File: src/rtl/multi_decode_stage.sv
// N-wide RV32IM decode stage: per-lane combinational decode, registered output
// bundle behind a valid/ready handshake with a one-bundle skid register.
module multi_decode_stage #(
  parameter int DECODE_WIDTH = 2,
  parameter int ID_WIDTH     = 4,
  localparam int INFO_W      = 179
) (
  input  logic                           clk,
  input  logic                           rst,
  input  logic                           flush,
  input  logic                           fetch_valid,
  output logic                           decode_ready,
  input  logic [DECODE_WIDTH-1:0]        fetch_lane_valid,
  input  logic [DECODE_WIDTH*32-1:0]     fetch_pc,
  input  logic [DECODE_WIDTH*32-1:0]     imem_rdata,
  output logic                           decode_valid,
  input  logic                           iq_ready,
  output logic [DECODE_WIDTH*INFO_W-1:0] instruction_info,
  output logic [DECODE_WIDTH-1:0]        lane_valid_out,
  output logic [DECODE_WIDTH-1:0]        illegal,
  output logic [ID_WIDTH-1:0]            group_id
);

  typedef struct packed {
    logic        valid;
    logic [31:0] inst;
    logic [31:0] pc_curr;
    logic [31:0] pc_next;
    logic [6:0]  opcode;
    logic [2:0]  funct3;
    logic [6:0]  funct7;
    logic [4:0]  rs1_s;
    logic [4:0]  rs2_s;
    logic [4:0]  rd_s;
    logic [31:0] immediate;
    logic [1:0]  operand1;
    logic [1:0]  operand2;
    logic        alu_en;
    logic [3:0]  alu_operation;
    logic        cmp_en;
    logic [2:0]  cmp_operation;
    logic        is_branch;
    logic        is_jump;
    logic        is_mul;
    logic [1:0]  mul_type;
  } info_t;

  localparam logic [6:0] OP_B_REG   = 7'b0110011;
  localparam logic [6:0] OP_B_IMM   = 7'b0010011;
  localparam logic [6:0] OP_B_LUI   = 7'b0110111;
  localparam logic [6:0] OP_B_AUIPC = 7'b0010111;
  localparam logic [6:0] OP_B_BR    = 7'b1100011;
  localparam logic [6:0] OP_B_JAL   = 7'b1101111;
  localparam logic [6:0] OP_B_JALR  = 7'b1100111;
  localparam logic [6:0] OP_B_LOAD  = 7'b0000011;
  localparam logic [6:0] OP_B_STORE = 7'b0100011;

  // ALU codes reuse funct3 in the low bits; bit 3 selects the alternate (sub/sra)
  localparam logic [3:0] ALU_ADD = 4'b0000;
  localparam logic [3:0] ALU_SUB = 4'b1000;
  localparam logic [3:0] ALU_SRL = 4'b0101;
  localparam logic [3:0] ALU_SRA = 4'b1101;
  localparam logic [2:0] CMP_BLT  = 3'b100;
  localparam logic [2:0] CMP_BLTU = 3'b110;

  function automatic info_t decode_lane(input logic [31:0] w, input logic [31:0] pc,
                                        input logic v);
    info_t d;
    logic signed [31:0] i_imm, s_imm, b_imm, j_imm;
    logic        [31:0] u_imm;
    i_imm = {{20{w[31]}}, w[31:20]};
    s_imm = {{20{w[31]}}, w[31:25], w[11:7]};
    b_imm = {{19{w[31]}}, w[31], w[7], w[30:25], w[11:8], 1'b0};
    j_imm = {{11{w[31]}}, w[31], w[19:12], w[20], w[30:21], 1'b0};
    u_imm = {w[31:12], 12'h000};
    d               = '0;
    d.valid         = v;
    d.inst          = w;
    d.pc_curr       = pc;
    d.pc_next       = pc + 32'd4;
    d.opcode        = w[6:0];
    d.funct3        = w[14:12];
    d.funct7        = w[31:25];
    d.rs1_s         = w[19:15];
    d.rs2_s         = w[24:20];
    d.rd_s          = w[11:7];
    d.alu_en        = 1'b1;
    d.cmp_en        = 1'b1;
    d.alu_operation = ALU_ADD;
    d.cmp_operation = w[14:12];
    d.immediate     = u_imm;
    case (w[6:0])
      OP_B_REG, OP_B_IMM: begin
        if (w[6:0] == OP_B_REG && w[31:25] == 7'b0000001) begin
          d.is_mul = 1'b1;
          d.alu_en = 1'b0;
          d.cmp_en = 1'b0;
          case (w[14:12])
            3'b000, 3'b001: d.mul_type = 2'b01;
            3'b010:         d.mul_type = 2'b10;
            default:        d.mul_type = 2'b00;
          endcase
        end else begin
          case (w[14:12])
            3'b010: begin d.cmp_operation = CMP_BLT;  d.alu_en = 1'b0; end
            3'b011: begin d.cmp_operation = CMP_BLTU; d.alu_en = 1'b0; end
            3'b101: d.alu_operation = w[30] ? ALU_SRA : ALU_SRL;
            // addi has no subtract form: bit 30 is part of its immediate
            3'b000: d.alu_operation = (w[6:0] == OP_B_REG && w[30]) ? ALU_SUB : ALU_ADD;
            default: d.alu_operation = {1'b0, w[14:12]};
          endcase
          if (w[6:0] == OP_B_IMM) begin
            d.operand2  = 2'b11;
            d.immediate = i_imm;
            d.rs2_s     = 5'd0;
          end
        end
      end
      OP_B_LUI: begin
        d.operand1 = 2'b10;
        d.operand2 = 2'b01;
        d.rs1_s    = 5'd0;
        d.rs2_s    = 5'd0;
      end
      OP_B_AUIPC: begin
        d.operand1 = 2'b01;
        d.operand2 = 2'b01;
      end
      OP_B_BR: begin
        d.immediate = b_imm;
        d.is_branch = 1'b1;
      end
      OP_B_JAL, OP_B_JALR: begin
        d.operand1  = 2'b11;
        d.operand2  = 2'b11;
        d.immediate = (w[6:0] == OP_B_JAL) ? j_imm : i_imm;
        d.is_jump   = 1'b1;
        d.cmp_en    = 1'b0;
      end
      OP_B_LOAD: begin
        d.operand2  = 2'b11;
        d.immediate = i_imm;
        d.cmp_en    = 1'b0;
      end
      OP_B_STORE: begin
        d.operand2  = 2'b11;
        d.immediate = s_imm;
      end
      default: ;
    endcase
    return d;
  endfunction

  function automatic logic lane_illegal(input logic [31:0] w, input logic v);
    logic bad;
    case (w[6:0])
      OP_B_REG:  bad = (w[31:25] == 7'b0000001) && w[14];
      OP_B_IMM, OP_B_LUI, OP_B_AUIPC, OP_B_BR, OP_B_JAL, OP_B_JALR,
      OP_B_LOAD, OP_B_STORE: bad = 1'b0;
      default:   bad = 1'b1;
    endcase
    return bad & v;
  endfunction

  logic [DECODE_WIDTH*INFO_W-1:0] dec_info_p0;
  logic [DECODE_WIDTH-1:0]        dec_illegal_p0;

  always_comb begin
    dec_info_p0    = '0;
    dec_illegal_p0 = '0;
    for (int i = 0; i < DECODE_WIDTH; i++) begin
      dec_info_p0[i*INFO_W +: INFO_W] = decode_lane(imem_rdata[i*32 +: 32],
                                                    fetch_pc[i*32 +: 32],
                                                    fetch_lane_valid[i]);
      dec_illegal_p0[i] = lane_illegal(imem_rdata[i*32 +: 32], fetch_lane_valid[i]);
    end
  end

  // ---- p0 -> p1: OUT and SKID bundle registers ----
  logic [DECODE_WIDTH*INFO_W-1:0] out_info_p1, skid_info_p1;
  logic [DECODE_WIDTH-1:0]        out_lanes_p1, skid_lanes_p1;
  logic [DECODE_WIDTH-1:0]        out_illegal_p1, skid_illegal_p1;
  logic [ID_WIDTH-1:0]            out_gid_p1, skid_gid_p1;
  logic                           vld_p1, skid_vld_p1, rdy_p1;
  logic [ID_WIDTH-1:0]            gid_q;

  logic accept, transfer, load_out_new, load_out_skid, load_skid_new;
  logic vld_nxt, skid_vld_nxt;

  always_comb begin
    accept        = fetch_valid & rdy_p1 & ~flush;
    transfer      = vld_p1 & iq_ready;
    load_out_new  = accept & (~vld_p1 | (transfer & ~skid_vld_p1));
    load_out_skid = transfer & skid_vld_p1 & ~flush;
    load_skid_new = accept & vld_p1 & (~transfer | skid_vld_p1);
    vld_nxt       = vld_p1;
    skid_vld_nxt  = skid_vld_p1;
    if (load_out_new | load_out_skid) vld_nxt = 1'b1;
    else if (transfer)                vld_nxt = 1'b0;
    if (load_skid_new)                skid_vld_nxt = 1'b1;
    else if (load_out_skid)           skid_vld_nxt = 1'b0;
  end

  always_ff @(posedge clk or posedge rst) begin
    if (rst) begin
      vld_p1      <= 1'b0;
      skid_vld_p1 <= 1'b0;
      rdy_p1      <= 1'b1;
      gid_q       <= '0;
    end else begin
      if (accept) gid_q <= gid_q + 1'b1;
      if (flush) begin
        vld_p1      <= 1'b0;
        skid_vld_p1 <= 1'b0;
        rdy_p1      <= 1'b1;
      end else begin
        vld_p1      <= vld_nxt;
        skid_vld_p1 <= skid_vld_nxt;
        rdy_p1      <= ~skid_vld_nxt;
      end
    end
  end

  always_ff @(posedge clk) begin
    if (load_out_new) begin
      out_info_p1    <= dec_info_p0;
      out_lanes_p1   <= fetch_lane_valid;
      out_illegal_p1 <= dec_illegal_p0;
      out_gid_p1     <= gid_q;
    end else if (load_out_skid) begin
      out_info_p1    <= skid_info_p1;
      out_lanes_p1   <= skid_lanes_p1;
      out_illegal_p1 <= skid_illegal_p1;
      out_gid_p1     <= skid_gid_p1;
    end
    if (load_skid_new) begin
      skid_info_p1    <= dec_info_p0;
      skid_lanes_p1   <= fetch_lane_valid;
      skid_illegal_p1 <= dec_illegal_p0;
      skid_gid_p1     <= gid_q;
    end
  end

  // Data registers carry no reset; an empty OUT presents an all-zero bundle
  assign decode_valid     = vld_p1;
  assign decode_ready     = rdy_p1;
  assign instruction_info = vld_p1 ? out_info_p1 : '0;
  assign lane_valid_out   = vld_p1 ? out_lanes_p1 : '0;
  assign illegal          = vld_p1 ? out_illegal_p1 : '0;
  assign group_id         = vld_p1 ? out_gid_p1 : '0;

endmodule

File: config.mk
export PLATFORM = sky130hd
export DESIGN_NAME = multi_decode_stage
export DESIGN_NICKNAME = d
export VERILOG_FILES = /design/src/rtl/multi_decode_stage.sv
export SDC_FILE = /design/constraint.sdc
export NUM_CORES = 1
export LEC_CHECK = 0
export BUFFER_PORTS_ARGS = -buffer_cell sky130_fd_sc_hd__buf_2
export CORE_MARGIN = 2
export CORE_UTILIZATION = 35
export DETAILED_ROUTE_END_ITERATION = 7
export RECOVER_POWER = 100
export SLEW_MARGIN = 5
export SYNTH_ARGS = -nofsm -noshare
export SYNTH_HDL_FRONTEND = slang
export SYNTH_SLANG_ARGS = --single-unit
File: constraint.sdc
create_clock -name clk -period 69.4 [get_ports clk]
set_input_delay 3.47 -clock clk [delete_from_list [all_inputs] [get_ports clk]]
set_output_delay 3.47 -clock clk [all_outputs]
set_load 0.01 [all_outputs]
==> impl_metrics.py <==
metrics = {
    "run_status": {
        "status": "finished with violations",
        "violations": "max-capacitance violations, max-slew violations",
    },
    "sta": {
        "fin_crit_ns": 14.36,
        "final.setup.tns_ns": 0,
        "grt_setup_unrepaired": "no",
        "maxSlewHeadroom_pct": -582,
        "max_freq_mhz": 69.6,
        "hold_slack_ns": 0.507,
        "hold_viol": 0,
        "fin_skew_ns": 0.0251,
        "final.period_utilization_pct": 20.7,
        "setup_violations": 0,
        "tightest_slew_ns": 10.24,
        "drv_slew": 1414,
    },
    "die": {
        "io_pins": 503,
        "dieArea_sq_um": 83300,
        "rows": 104,
        "core_area_sq_um": 80400,
        "start_util_pct": 35.2,
        "die_h_microns": 289,
        "die_w_microns": 289,
    },
    "critical_path": {
        "crit_path_frequent_cell": "clkbuf_1",
        "arrival_ns": 14.46,
        "critical_path_class": "in2reg",
        "startpoint_type": "primary input",
        "crit_chain": "buf_2, a22oi_1, nor3_2, clkbuf_1, clkbuf_1",
        "crit_family": "buffers and inverters",
        "critPathMaxStageDelay_ns": 7.08,
        "end_kind": "flop",
        "worstPathMaxFanout": 175,
        "crit_buf_inv": 3,
        "cp.required_ns": 69.50,
        "cp_slowest_cell": "clkbuf_1",
    },
    "power_and_ir_drop": {
        "p_per_area_nw_per_um2": 26.3,
        "leakagePower_nw": 12.5,
        "peakVddDrop_uv": 19.4,
        "p_total_mw": 0.873,
    },
    "logic_synthesis": {
        "ys_ff_latch": 635,
        "synth_area_per_cell_sq_um": 12.9,
        "syn_nets": 2339,
        "synthArstFlopShare_pct": 1.10,
        "ys_types": 73,
        "syn_inst": 2201,
        "yosys_warnings": 0,
        "synth_ff_type": "edfxtp_1",
        "synth_edf_count": 628,
        "netlist_area_sq_um": 28300,
        "ys_seq_area_share_pct": 67.2,
    },
    "layout": {
        "layout_common_cells": "edfxtp_1 (628), nand2_1 (497), and2_0 (283)",
        "final_common_cell": "edfxtp_1",
        "nets": 2767,
        "num-fill-cells": 7703,
        "area.sequential_sq_um": 19000,
        "syn2layout_area_growth_pct": 17.0,
        "drive_gt1_share_pct": 18.5,
        "multi_input_area_sq_um": 8220,
    },
    "clock_network": {
        "htree_levels": 3,
        "clk_pin_slew_ns": 0.06,
        "cts_tree": "built",
        "postCtsSetupBuffers": 0,
        "insertion_delay_ns": 0.59,
        "numCtsBuffers": 71,
        "post_cts_resized": 0,
        "hold_buffers": 0,
        "cts.sinks": 635,
        "clock_path_buffers": 3,
        "root_buffer": "clkbuf_16",
    },
    "worst_hold_path": {
        "hp-class": "reg2reg",
    },
    "global_route": {
        "grt_pass1_vias": 18109,
        "top_usage_layer": "met2",
        "use_met1_pct": 21.7,
        "track_usage_pct": 16.6,
        "grt_max_degree": 175,
        "grt_overflow_total": 0,
        "met2_usage_pct": 27.2,
        "grt_pass1_wl_microns": 108000,
        "antenna_found_initial": 3,
        "met3_usage_pct": 4.08,
    },
    "placement": {
        "place_hpwl_microns": 47700,
        "io_buffers": 502,
        "place_congestion": 0.816,
    },
    "drt": {
        "num_vias": 18292,
        "dr.pass1.iters": 5,
        "drc": 0,
        "post_drt_wl_per_cell_microns": 19.1,
        "ant_nets": 0,
        "viasPerCell": 4.89,
        "drt_iter0_drc": 1122,
        "routed_wl_microns": 71600,
    },
    "job": {
        "max-cap-violations": 19,
    },
}
[layout make-up]
class                      instances  area share, %
timing repair buffer             520           6.86
inverter                          19          0.215
sequential                       635           57.4
clock buffer                      90           5.60
multi-input combinational       1382           24.8
tap                             1060           4.00
clock inverter                    34           1.15
antenna                            1        0.00755
[report_power, final]
part           switching, mW  internal (mW)  total, mW
Combinational         0.0413         0.0218     0.0632
Sequential           0.00509          0.437      0.442
Clock                  0.151          0.216      0.367
Total                  0.197          0.675      0.873
[per-layer routing]
layer / part of all wire [%] / vias up
met3: 6.8 / 117
met2: 48 / 585
li1: - / 8539
met1: 42 / 9047
met4: 2.6 / 4
met5: 0.038 / -
[per-stage QoR]
step,cells,setup slack [ns],instance area (sq um),util (%)
after CTS,3740,62.51,33600,41.8
after floorplan,2201,42.96,28300,-
after detailed placement,3616,62.07,31400,39.1
after global placement,3616,62.21,31400,39.1
after global routing,3740,53.96,33200,41.2
final,3741,55.04,33200,41.2
[logic make-up (layout without fill, tap and decap cells)]
group | Yosys count | in the layout | share of synthesized area [%]
simple gates | 1059 | 1059 | 18.6
flops | 635 | 635 | 67.2
buf+inv | 184 | 663 | 3.68
compound gates | 131 | 131 | 3.40
mux | 128 | 128 | 5.11
xor+xnor | 61 | 61 | 1.88
fa+ha+maj | 3 | 3 | 0.132
other cells | 0 | 1 | 0
[Yosys cell counts (2+ instances only)]
cell type | instances | area share, %
a32o_1 | 2 | 0.071
o31ai_1 | 9 | 0.24
nand3_2 | 2 | 0.071
nor2_1 | 66 | 0.87
buf_4 | 69 | 1.8
nor4_1 | 5 | 0.11
nor2b_1 | 12 | 0.26
nand4_1 | 18 | 0.40
dfrtp_1 | 6 | 0.53
o211ai_1 | 2 | 0.053
buf_2 | 24 | 0.42
xnor2_1 | 42 | 1.3
buf_6 | 5 | 0.20
a21oi_2 | 2 | 0.062
clkbuf_8 | 2 | 0.097
a21oi_1 | 8 | 0.14
o21ai_0 | 39 | 0.69
xor2_1 | 19 | 0.59
and3_1 | 16 | 0.35
o21a_1 | 8 | 0.21
nand3_1 | 34 | 0.60
nand2_1 | 497 | 6.6
edfxtp_1 | 628 | 67
nor3_1 | 12 | 0.21
clkbuf_1 | 63 | 0.83
a22o_1 | 8 | 0.25
a32oi_1 | 3 | 0.093
a21boi_0 | 4 | 0.11
ha_1 | 3 | 0.13
a21o_1 | 13 | 0.34
and4_1 | 16 | 0.49
and2_2 | 2 | 0.053
and4b_1 | 2 | 0.071
and2_1 | 355 | 7.8
and3b_1 | 2 | 0.062
nor4bb_1 | 2 | 0.071
a22oi_1 | 3 | 0.079
inv_1 | 17 | 0.23
mux2_4 | 2 | 0.11
nand2b_1 | 9 | 0.20
o221a_2 | 8 | 0.32
mux2_2 | 126 | 5.0
a31oi_1 | 6 | 0.13
[final timing paths]
check                                       start               end  slack (ns)  cells past startpoint
worst min-delay path            skid_info_p1[352]  out_info_p1[352]        0.51                      2
min in group asynchronous                     rst      decode_valid        2.81                      2
worst max-delay path                  fetch_valid  out_info_p1[282]       55.04                      5
max in group asynchronous                     rst      decode_ready       66.29                      2
worst min register to register  skid_info_p1[352]  out_info_p1[352]        0.51                      2
worst max register to register       decode_valid  out_info_p1[282]       56.78                      4
[worst register-to-register path, cell delays in order (launching register included)]
cell      delay (ns)
dfrtp_1         1.10
a22oi_1         0.21
nor3_2          0.22
clkbuf_1        7.08
clkbuf_1        3.40
[state kept, by name, summed over array words and instances (netlist names)]
signal	count
skid_illegal_p1	2
decode_ready	1
skid_info_p1	308
out_illegal_p1	2
skid_gid_p1	4
decode_valid	1
out_info_p1	308
out_gid_p1	4
skid_vld_p1	1
gid_q	4
(Power assumes the default switching activity.)
